===== src/rtl/uart_pkg.sv =====
// Shared UART definitions: FSM state encodings and the default frame width.
// Used by the transmitter, the receiver and the transmit arbiter.
package uart_pkg;

  parameter int unsigned BitWidthDefault = 8;

  typedef logic [1:0] state_t;

  localparam state_t StIdle     = 2'd0;
  localparam state_t StIssue    = 2'd1;
  localparam state_t StWaitBusy = 2'd2;
  localparam state_t StWaitDone = 2'd3;

endpackage


===== src/rtl/uart_rr_pick.sv =====
// Round-robin winner search: first set bit of valid_i scanning upward from
// last_i+1 with wrap modulo NUM_REQ. Purely combinational.
module uart_rr_pick #(
  parameter int unsigned NUM_REQ = 4
) (
  input  logic [NUM_REQ-1:0]         valid_i,
  input  logic [$clog2(NUM_REQ)-1:0] last_i,
  output logic                       found_o,
  output logic [$clog2(NUM_REQ)-1:0] winner_o
);

  localparam int unsigned IdW = $clog2(NUM_REQ);

  always_comb begin
    int unsigned idx;
    idx      = 0;
    found_o  = 1'b0;
    winner_o = '0;
    // The modulo keeps every candidate in range for non-power-of-two NUM_REQ.
    for (int unsigned k = 1; k <= NUM_REQ; k++) begin
      idx = (32'(last_i) + k) % NUM_REQ;
      if (!found_o && valid_i[idx]) begin
        found_o  = 1'b1;
        winner_o = IdW'(idx);
      end
    end
  end

endmodule


===== src/rtl/uart_tx_arbiter.sv =====
// Round-robin arbiter sharing one UART transmitter among NUM_REQ requesters,
// one frame per grant. Define UART_ARB_LOCK_EN to add the req_lock grant hold.
module uart_tx_arbiter
  import uart_pkg::*;
#(
  parameter int unsigned NUM_REQ   = 4,
  parameter int unsigned BIT_WIDTH = BitWidthDefault
) (
  input  logic                         clk,
  input  logic                         rst,
  input  logic [NUM_REQ-1:0]           req_valid,
  input  logic [NUM_REQ*BIT_WIDTH-1:0] req_data,
`ifdef UART_ARB_LOCK_EN
  input  logic [NUM_REQ-1:0]           req_lock,
`endif
  output logic [NUM_REQ-1:0]           req_ready,
  output logic                         tx_start,
  output logic [BIT_WIDTH-1:0]         tx_data,
  input  logic                         tx_busy,
  output logic [$clog2(NUM_REQ)-1:0]   grant_id,
  output logic                         active
);

  localparam int unsigned IdW = $clog2(NUM_REQ);

  state_t               state_q, state_d;
  logic                 tx_start_q, tx_start_d;
  logic [BIT_WIDTH-1:0] tx_data_q, tx_data_d;
  logic [NUM_REQ-1:0]   req_ready_q, req_ready_d;
  logic [IdW-1:0]       grant_id_q, grant_id_d;
  logic                 active_q, active_d;
  logic [IdW-1:0]       last_grant_q, last_grant_d;

  logic           rr_found;
  logic [IdW-1:0] rr_winner;
  logic           pick_found;
  logic [IdW-1:0] pick_id;

  uart_rr_pick #(
    .NUM_REQ (NUM_REQ)
  ) u_rr_pick (
    .valid_i  (req_valid),
    .last_i   (last_grant_q),
    .found_o  (rr_found),
    .winner_o (rr_winner)
  );

`ifdef UART_ARB_LOCK_EN
  // A locked, still-valid previous winner overrides the rotation.
  logic lock_hit;
  assign lock_hit   = req_lock[grant_id_q] & req_valid[grant_id_q];
  assign pick_found = lock_hit | rr_found;
  assign pick_id    = lock_hit ? grant_id_q : rr_winner;
`else
  assign pick_found = rr_found;
  assign pick_id    = rr_winner;
`endif

  always_comb begin
    state_d      = state_q;
    tx_start_d   = 1'b0;
    tx_data_d    = tx_data_q;
    req_ready_d  = '0;
    grant_id_d   = grant_id_q;
    active_d     = active_q;
    last_grant_d = last_grant_q;
    unique case (state_q)
      StIdle: begin
        // tx_busy gates grants so a frame surviving a reset is never overlapped.
        if (pick_found && !tx_busy) begin
          tx_data_d            = req_data[int'(pick_id) * BIT_WIDTH +: BIT_WIDTH];
          tx_start_d           = 1'b1;
          req_ready_d[pick_id] = 1'b1;
          grant_id_d           = pick_id;
          active_d             = 1'b1;
          state_d              = StIssue;
        end
      end
      StIssue: state_d = StWaitBusy;
      StWaitBusy: begin
        if (tx_busy) state_d = StWaitDone;
      end
      StWaitDone: begin
        if (!tx_busy) begin
          state_d      = StIdle;
          active_d     = 1'b0;
          last_grant_d = grant_id_q;
        end
      end
      default: state_d = StIdle;
    endcase
  end

  always_ff @(posedge clk or posedge rst) begin
    if (rst) begin
      state_q      <= StIdle;
      tx_start_q   <= 1'b0;
      tx_data_q    <= '0;
      req_ready_q  <= '0;
      grant_id_q   <= '0;
      active_q     <= 1'b0;
      last_grant_q <= IdW'(NUM_REQ - 1);
    end else begin
      state_q      <= state_d;
      tx_start_q   <= tx_start_d;
      tx_data_q    <= tx_data_d;
      req_ready_q  <= req_ready_d;
      grant_id_q   <= grant_id_d;
      active_q     <= active_d;
      last_grant_q <= last_grant_d;
    end
  end

  assign tx_start  = tx_start_q;
  assign tx_data   = tx_data_q;
  assign req_ready = req_ready_q;
  assign grant_id  = grant_id_q;
  assign active    = active_q;

endmodule


===== config.mk =====
export PLATFORM = sky130hd
export DESIGN_NAME = uart_tx_arbiter
export DESIGN_NICKNAME = d
export VERILOG_FILES = /design/src/rtl/uart_pkg.sv /design/src/rtl/uart_rr_pick.sv /design/src/rtl/uart_tx_arbiter.sv
export SDC_FILE = /design/constraint.sdc
export NUM_CORES = 1
export LEC_CHECK = 0
export ABC_AREA = 0
export ABC_CLOCK_PERIOD_IN_PS = 3900
export CORE_ASPECT_RATIO = 1.75
export CORE_UTILIZATION = 40
export CTS_BUF_LIST = sky130_fd_sc_hd__clkbuf_8
export CTS_CLUSTER_DIAMETER = 30
export CTS_CLUSTER_SIZE = 25
export DETAILED_ROUTE_END_ITERATION = 8
export PLACE_DENSITY = 0.91
export SETUP_SLACK_MARGIN = 0.2
export SYNTH_ARGS = -nofsm -noshare
export SYNTH_HDL_FRONTEND = slang
export SYNTH_SLANG_ARGS = --single-unit

===== constraint.sdc =====
create_clock -name clk -period 3.9 [get_ports clk]
set_input_delay 1.17 -clock clk [delete_from_list [all_inputs] [get_ports clk]]
set_output_delay 1.17 -clock clk [all_outputs]
set_load 0.005 [all_outputs]

==> impl_metrics.csv, run 1 <==
group,metric,value,unit
worst_setup_path,crit_fanout,11,
floorplan,die-area,3050,um2
power_and_ir_drop,p_int,0.672,mW
timing,skew,0.00355,ns
worst_setup_path,slowest_delay,0.52,ns
timing,slew_viol_final,0,
yosys,ys_ff_latch,20,
floorplan,dieWidth,42.2,um
yosys,ys_warn_count,0,
routing,avgViaCountPerCell,5.51,
clock_tree,post-cts-setup-buffers,0,
clock_tree,clkLatencyLatePin,0.25,ns
worst_setup_path,start_kind,"input port",
yosys,synthArstFlopShare,100,%
placed_design,dp_cells,185,
power_and_ir_drop,swShare,34.8,%
clock_tree,clk_pin_slew_worst_paths,0.07,ns
timing,setup_violations,0,
timing,worst_pin_slew,0.819,ns
placed_design,post-dp-hpwl,2.35,mm
worst_setup_path,worstPathArrival,3.26,ns
worst_setup_path,reg2reg_to,"tx_data[3]",
global_routing,grtUsageTotal,19.7,%
cells_and_area,drive_gt1_share,6.79,%
floorplan,rows,25,
clock_tree,cts_tree,"yes",
flow_run,maxCapViolations,0,
clock_tree,postCtsHoldBufs,0,
routing,wl_per_cell,16.1,um
worst_setup_path,r2r-start,"state_q[0]",
floorplan,start_util,42.0,%
global_routing,antenna_found_initial,0,
clock_tree,ctsResizeCount,0,
routing,drc,0,
clock_tree,cts-buffers-inserted,3,
yosys,syn-num-nets,150,
yosys,yosysSeqAreaShare,44.5,%
power_and_ir_drop,pwr-share-clk,15.1,%
yosys,syn_area_per_cell,10.6,um2
worst_setup_path,worstSetupPathType,"input port to register",
cells_and_area,fillers,216,
timing,rsz0062_at_grt,"false",
worst_setup_path,endpoint_kind,"register",
min_path,worstHoldPathType,"register to register",
power_and_ir_drop,power_density,597,nW/um2
yosys,ys.flop_type,"dfrtp_1",
floorplan,die_h,72.3,um
timing,max_freq,317,MHz
power_and_ir_drop,p_seq_share,34.5,%
worst_setup_path,crit_path_start,"req_valid[1]",
routing,dr.pass1.iters,4,
global_routing,grt_pass1_vias,1076,
placed_design,gp_congestion,0.779,
worst_setup_path,reg2reg_depth,7,
cells_and_area,fin_nets,206,
placed_design,io_buffer_count,54,
worst_setup_path,crit_buf_inv,2,
power_and_ir_drop,power,1.03,mW
timing,setup_tns,0,ns
clock_tree,cts_sinks,20,
global_routing,grt-ovfl-total,0,
worst_setup_path,crit_family,"simple AND/OR/NAND/NOR gates",
cells_and_area,num_antenna_cells,0,
power_and_ir_drop,ir_drop,0.349,mV
power_and_ir_drop,leakagePower,0.796,nW
run_status,outcome,"completed",
worst_setup_path,endpoint,"tx_data[3]",
timing,final.period_utilization,80.8,%
clock_tree,htreeDepth,1,
routing,vias,1041,
timing,relSlewSlack,45.4,%
yosys,synth_edf_count,0,
cells_and_area,area_growth,52.9,%
clock_tree,clockRootBuffer,"clkbuf_8",
timing,hold_viol,0,
worst_setup_path,cp.depth,6,
power_and_ir_drop,combinationalPowerShare,50.4,%
yosys,synthCells,107,
power_and_ir_drop,p_sw,0.359,mW
yosys,yosysUniqueCellTypes,29,
timing,period_minus_slack,3.15,ns
routing,drt_iter0_markers,34,
worst_setup_path,path_cells,"clkdlybuf4s50_1, nor4_1, or3_1, inv_2, nand2_1, o221ai_1",
worst_setup_path,worstPathRequired,4.01,ns
worst_setup_path,r2r_slack,1.71,ns
floorplan,core_area,2690,um2
worst_setup_path,cpMaxStageDelayCell,"nor4_1",
yosys,synth_area,1130,um2
global_routing,grt_pass1_wl,4.60,mm
placed_design,dpl_cell_area,1670,um2
cells_and_area,finalNonFillerCells,189,
global_routing,grt_max_degree,22,
routing,drtAntennaViolNets,0,
cells_and_area,final_area,1730,um2
floorplan,num_io_pins,55,
clock_tree,cts.path.max_buffers,2,
routing,finalWirelength,3.05,mm
==> cells in the final DEF, fill, tap and decap left out, types with 3 or more instances in the layout <==
cell type	n
nand2_1	18
ha_1	4
clkdlybuf4s50_1	54
mux2i_1	17
clkbuf_8	4
dfrtp_1	18
nand2b_1	4
o21ai_1	3
o221ai_1	8
inv_1	5
nor2_1	5
==> layout make-up <==
cell class | instances | area (um2) | area share [%]
clock buffers | 4 | 55.1 | 3.19
inverters | 6 | 22.5 | 1.30
multi-input cells | 78 | 573 | 33.2
flip-flops and latches | 20 | 503 | 29.1
well taps | 27 | 33.8 | 1.96
repair buffers | 54 | 541 | 31.3
==> flip-flops by register name, summed over array words and instances, names as in the netlist <==
| signal | cells |
|---|---|
| tx_data | 8 |
| last_grant_q | 2 |
| active | 1 |
| grant_id | 2 |
| state_q | 2 |
| tx_start | 1 |
| req_ready | 4 |
==> cell families (layout without fill, tap and decap cells) <==
kind of cell	after synthesis	after routing	share of synthesized area [%]
AND/OR/NAND/NOR	34	34	13.8
AO/OA/AOI/OAI	21	21	15.4
flip-flops	20	20	44.5
multiplexers	19	19	17.1
buffers and inverters	9	64	4.76
adder cells (fa/ha/maj)	4	4	4.43
==> power groups by stage <==
stage | Clock, mW | Sequential, mW | Combinational [mW]
5_1_grt | 0.169 | 0.367 | 0.560
3_5_place_dp | 0 | 0.359 | 0.518
3_3_place_gp | 0 | 0.354 | 0.488
4_1_cts | 0.158 | 0.356 | 0.520
6_report | 0.155 | 0.356 | 0.520
2_1_floorplan | 0 | 0.357 | 0.302
==> how the worst min path moves through the flow <==
stage	startpoint	to	cells past startpoint
3_3_place_gp	tx_data[4]	tx_data[4]	2
3_5_place_dp	tx_data[1]	tx_data[1]	2
2_1_floorplan	tx_data[0]	tx_data[0]	2
4_1_cts	tx_data[7]	tx_data[7]	2
5_1_grt	tx_data[4]	tx_data[4]	2
6_report	tx_data[7]	tx_data[7]	2
==> synthesized netlist by cell type, types with 2 or more instances <==
cell      instances  area share, %
nand2b_1          4            2.2
inv_1             5            1.7
o221ai_1          8            6.2
a21oi_1           2           0.89
nand2_1          18            6.0
ha_1              4            4.4
a31oi_1           2            1.1
dfrtp_1          18             40
mux2i_1          17             15
dfstp_2           2            4.7
nor2_1            5            1.7
mux2_2            2            2.0
o21ai_1           3            1.3
and3_1            2            1.1
==> metrics by stage <==
step	hold WS [ns]	utilization (%)	setup slack, ns
after CTS	0.499	64.2	0.710
after floorplan	0.480	-	1.65
final	0.495	64.2	0.748
after global placement	0.470	62.2	0.583
after detailed placement	0.476	62.2	0.451
after global routing	0.524	64.2	0.573
==> routing by layer <==
| layer | GRT usage (%) | vias up | share of wire [%] |
|---|---|---|---|
| met4 | 9.03 | 0 | 2.4 |
| met2 | 35.9 | 41 | 58 |
| li1 | - | 495 | - |
| met5 | 0 | - | 0 |
| met3 | 2.49 | 8 | 4.0 |
| met1 | 22.2 | 497 | 36 |
==> tightest hold or removal path, cell delays in order, from the launching register on <==
cell and delay, ns:
dfrtp_1 0.34, nand2_1 0.05, o221ai_1 0.06
Note: power is estimated with default switching activity, not from simulation.
==> inputs of run 2 (changes only) <==
Settings changed: ABC_CLOCK_PERIOD_IN_PS 3900 to 3100.
Clock period 3.9 ns to 3.1 ns, I/O delays scaled along.
==> run 2 against run 1 <==
  * Combinational power up 27%
  * Clock skew up 0.0011 ns
  * Sequential power up 26%
  * Global-route usage up 0.26 points
  * Highest routed layer unchanged
  * Largest power group unchanged
==> impl_metrics.csv, run 2 (synthesis gave the netlist of run 1 again) <==
group,metric,value,unit
placed_design,gp_congestion,0.725,
power_and_ir_drop,ir_drop,0.578,mV
flow_run,maxCapViolations,0,
worst_setup_path,crit_buf_inv,2,
floorplan,core_area,2690,um2
worst_setup_path,crit_fanout,10,
timing,worst_pin_slew,0.772,ns
cells_and_area,mostFrequentLayoutCell,"clkdlybuf4s50_1",
worst_setup_path,worstPathArrival,2.69,ns
timing,max_freq,389,MHz
timing,final.period_utilization,83.0,%
cells_and_area,drive_gt1_share,7.93,%
clock_tree,cts_tree,"yes",
clock_tree,cts.path.max_buffers,2,
cells_and_area,post-route-util,65.4,%
clock_tree,cts_sinks,20,
timing,setup_violations,0,
worst_setup_path,start_kind,"input port",
clock_tree,clk_pin_slew_worst_paths,0.08,ns
timing,skew,0.00464,ns
min_path,hp-start,"tx_data[7]",
clock_tree,clkLatencyLatePin,0.26,ns
floorplan,die_h,72.3,um
timing,relSlewSlack,48.5,%
global_routing,grt_pass1_wl,4.68,mm
placed_design,post-dp-hpwl,2.33,mm
timing,hold_viol,0,
cells_and_area,area_growth,55.7,%
floorplan,die-area,3050,um2
global_routing,antenna_found_initial,0,
cells_and_area,layout_common_cells,"clkdlybuf4s50_1, nand2_1, dfrtp_1, mux2i_1, o221ai_1",
floorplan,dieWidth,42.2,um
power_and_ir_drop,power_density,776,nW/um2
clock_tree,cts-buffers-inserted,3,
clock_tree,ctsResizeCount,0,
routing,drtAntennaViolNets,0,
global_routing,grt_pass1_vias,1110,
placed_design,io_buffer_count,54,
power_and_ir_drop,leakagePower,0.812,nW
worst_setup_path,worstPathRequired,3.21,ns
clock_tree,post-cts-setup-buffers,0,
worst_setup_path,crit_family,"simple AND/OR/NAND/NOR gates",
clock_tree,htreeDepth,1,
routing,dr.pass1.iters,4,
worst_setup_path,crit_path_start,"req_valid[0]",
min_path,worstHoldPathType,"register to register",
global_routing,grtUsageTotal,19.9,%
routing,avgViaCountPerCell,5.50,
cells_and_area,fin_nets,208,
worst_setup_path,endpoint_kind,"register",
global_routing,grt_max_degree,22,
floorplan,num_io_pins,55,
routing,drt_iter0_markers,17,
cells_and_area,largest_register_ffs,8,
routing,drc,0,
floorplan,rows,25,
clock_tree,postCtsHoldBufs,0,
clock_tree,clockRootBuffer,"clkbuf_8",
floorplan,start_util,42.0,%
timing,period_minus_slack,2.57,ns
worst_setup_path,worstSetupPathType,"input port to register",
cells_and_area,num_antenna_cells,0,
routing,wl_per_cell,15.6,um
worst_setup_path,slowest_delay,0.49,ns
timing,slew_viol_final,0,
routing,finalWirelength,2.98,mm
global_routing,grt-ovfl-total,0,
routing,vias,1051,
worst_setup_path,r2r-start,"state_q[0]",
timing,setup_tns,0,ns
run_status,outcome,"completed",
timing,fin_hold_ws,0.492,ns
worst_setup_path,cpMaxStageDelayCell,"clkdlybuf4s50_1",
timing,rsz0062_at_grt,"false",
worst_setup_path,path_cells,"clkdlybuf4s50_1, nor4_1, or3_1, inv_2, nand2_1, o221ai_1",
-- run 2: routing by layer --
layer  track usage (%)  part of all wire, %
met5                 0                    0
met4              9.72                  3.1
met1              20.6                   35
met2              37.6                   58
met3              3.23                  3.9
-- run 2: final timing paths --
path / to / slack (ns) / cells after the start
worst max-delay path: tx_data[6] / 0.53 / 6
worst min-delay path: tx_data[7] / 0.49 / 2
worst max register to register: tx_data[6] / 1.17 / 7
worst min register to register: tx_data[7] / 0.49 / 2
max in group asynchronous: state_q[1] / 1.49 / 2
min in group asynchronous: tx_data[4] / 1.13 / 2
-- run 2: per-stage QoR --
step           power [mW]  std cells  worst slack, ns  area, um2
2_1_floorplan       0.829        107             1.09       1130
3_3_place_gp         1.07        187            0.334       1690
3_5_place_dp         1.11        187            0.262       1690
4_1_cts              1.38        191            0.506       1760
5_1_grt              1.46        191            0.429       1760
6_report             1.37        191            0.527       1760
-- run 2: worst min-delay path: stages, from the launching register on --
cell and delay, ns:
dfrtp_1 0.35, nand2_1 0.05, o221ai_1 0.06
-- run 2: final cells by class --
class                      instances  area [um2]
tap                               27        33.8
clock buffer                       3        41.3
inverter                           6        22.5
sequential                        20         503
clock inverter                     1        30.0
multi-input combinational         78         573
fill                             216         931
timing repair buffer              56         556
-- run 2: report_power, final --
part | internal [mW] | switching, mW | leakage (nW)
logic | 0.364 | 0.295 | 0.528
clock network | 0.172 | 0.0867 | 0.0357
registers | 0.376 | 0.0720 | 0.248
total | 0.913 | 0.453 | 0.812
==> RTL change (flow settings as in run 2) <==
Reset style: synchronous (`rst`), changed in one clocked block.
--- a/src/rtl/uart_tx_arbiter.sv
+++ b/src/rtl/uart_tx_arbiter.sv
@@ -91,7 +91,7 @@
     endcase
   end
 
-  always_ff @(posedge clk or posedge rst) begin
+  always_ff @(posedge clk) begin
     if (rst) begin
       state_q      <= StIdle;
       tx_start_q   <= 1'b0;
Behaviour: differs if rst is asserted again (counterexample within 4 cycles, from zero or initial values and one cycle with rst high); with rst held inactive, the same outputs for 10 cycles.
==> RTL change against run 2 <==
- sequential cell count stayed put
- first-iteration DRC count is 150% higher
- via count is 3.0% higher
- die area is 0.96% higher
- wire length is 2.6% lower
- total power is 33% lower
- count of clock-buffer cells in the layout stayed put
- synthesized area is 1.0% higher
- highest routed layer unchanged
- final area is 0.78% higher
- worst setup slack worse by 0.16 ns
- critical path type unchanged
==> RTL change: results (changes against run 2) <==
[status]
status=finished, final reports clean  ; unchanged

[place]
pre_cts_ws_ns=0.09099  ; was 0.2620 ns
dpl-instance-area_sq_mm=0.001732  ; was 0.001688 sq mm
place_hpwl_um=2346  ; was 2333 um
gp_congestion=0.7011  ; was 0.7247
port_buffers=54  ; unchanged
dp_cells=190  ; was 187

[synthesis]
synth-seq-area-share_pct=35.09  ; was 44.52%
synth_warnings=0  ; unchanged
ys_top_cells_by_area=dfxtp_1, mux2_2, mux2_4, a221o_1, nor3b_1  ; was dfrtp_1, mux2i_1, o221ai_1, nand2_1, dfstp_2
synth_commonest_cells=dfxtp_1, mux2_2, nor3b_1, a221o_1, nor2b_1  ; was dfrtp_1, nand2_1, mux2i_1, o221ai_1
ys_async_sr_fraction_pct=0  ; was 100.0%
avgSynthCellArea_sq_um=10.37  ; was 10.56 sq um
synthFlopType=dfxtp_1  ; was dfrtp_1
ys_types=35  ; was 29
syn_nets=153  ; was 150

[critical_path]
crit_path_max_fanout=22  ; was 10
critPathSlowestCell=clkdlybuf4s50_1  ; unchanged
critPathMaxStageDelay_ns=0.56  ; was 0.49 ns
crit_family=buffers and inverters  ; was simple AND/OR/NAND/NOR gates
arrival_ns=2.88  ; was 2.69 ns

[final_layout]
area_growth_pct=55.37  ; was 55.70%
fillers=207  ; was 216
drive_above_1_share_pct=17.47  ; was 7.927%
n_antenna_cell=0  ; unchanged
nets=211  ; was 208

[global_route]
grt_antenna_before_repair=0  ; unchanged
grt_max_degree=23  ; was 22
grt_pass1_wl_um=4836  ; was 4678 um
gr-total-overflow=0  ; unchanged
grt_util_all_layers_pct=20.02  ; was 19.94%

[detailed_routing]
dr_wl_met2_um=1626  ; was 1728 um
vias=1083  ; was 1051
routed-wl-met3_um=168  ; was 115 um
drt-total-wl_um=2904  ; was 2983 um
wl_per_cell_um=15.05  ; was 15.62 um
drt_first_pass_iters=4  ; unchanged
wl_met1_um=1084  ; was 1045 um
top_layer=met4  ; unchanged
drtIter0Drc=42  ; was 17

[clock_tree]
cts_root_buf=clkbuf_8  ; unchanged
cts.path.max_buffers=2  ; unchanged
cts_made_buffers=3  ; unchanged
worstSkewPairLatency_ns=0.25
cts_resized=0  ; unchanged
cts.clk_slew.worst_paths_ns=0.07
cts.htree.levels=1  ; unchanged
cts_setup_buffers=0  ; unchanged

[timing]
max-slew-margin-rel_pct=66.91  ; was 48.47%
setup_tns_ns=0  ; unchanged
finClkSkew_ns=0.0008098  ; was 0.004643 ns

[pwr]
p_switching_mw=0.2780  ; was 0.4534 mW
p_leak_nw=0.6729  ; was 0.8125 nW
vdd_drop_max_mv=0.3392  ; was 0.5783 mV

[hold_path]
hold_path.class=register to register  ; unchanged

## RTL change: cell types whose count changed after synthesis, moves of 7 or more
cell      delta
a221o_1      +7
dfrtp_1     -18
dfxtp_1     +20
mux2_2       +7
mux2i_1     -14
nand2_1     -13
nor3b_1      +8
o221ai_1     -8
## RTL change: worst paths after layout
check                                      from           to  slack [ns]  cells past startpoint
worst max-delay path               req_valid[3]   tx_data[0]        0.36                      7
worst min-delay path                grant_id[0]  grant_id[0]        0.49                      2
worst max register to register  last_grant_q[1]   tx_data[0]        1.22                      6
worst min register to register      grant_id[0]  grant_id[0]        0.49                      2
## RTL change: power by group through the flow
stage	Sequential (mW)	Clock [mW]	Combinational (mW)
finish	0.339	0.166	0.404
detailed placement	0.344	0	0.405
global route	0.345	0.178	0.440
floorplan	0.341	0	0.224
global placement	0.340	0	0.382
CTS	0.340	0.166	0.407
## RTL change: layer usage
layer,track usage [%],up-vias
met2,38.80,55
met4,5.903,0
li1,-,524
met3,3.713,4
met5,0,-
met1,21.21,500
## RTL change: stage by stage
| step | total power [mW] | hold slack, ns |
|---|---|---|
| finish | 0.9098 | 0.4926 |
| global route | 0.9633 | 0.5136 |
| CTS | 0.9132 | 0.4890 |
| detailed placement | 0.7490 | 0.4800 |
| global placement | 0.7220 | 0.4545 |
| floorplan | 0.5648 | 0.4612 |
## RTL change: layout make-up
class,count,area share (%)
inverter,2,0.4234
clock buffer,3,2.329
tap,27,1.905
sequential,20,22.58
timing repair buffer,59,33.31
multi-input combinational,82,39.45
## RTL change: kinds of logic (layout without fill, tap and decap cells)
logic type                 after synthesis  count (layout)  share of synthesized area, %
buffers and inverters                    8              64                         3.618
adders and majority gates                4               4                         4.386
and+or+nand+nor                         36              36                         20.18
DFF                                     20              20                         35.09
AOI/OAI and AO/OA                       25              25                         18.64
muxes                                   17              17                         18.09
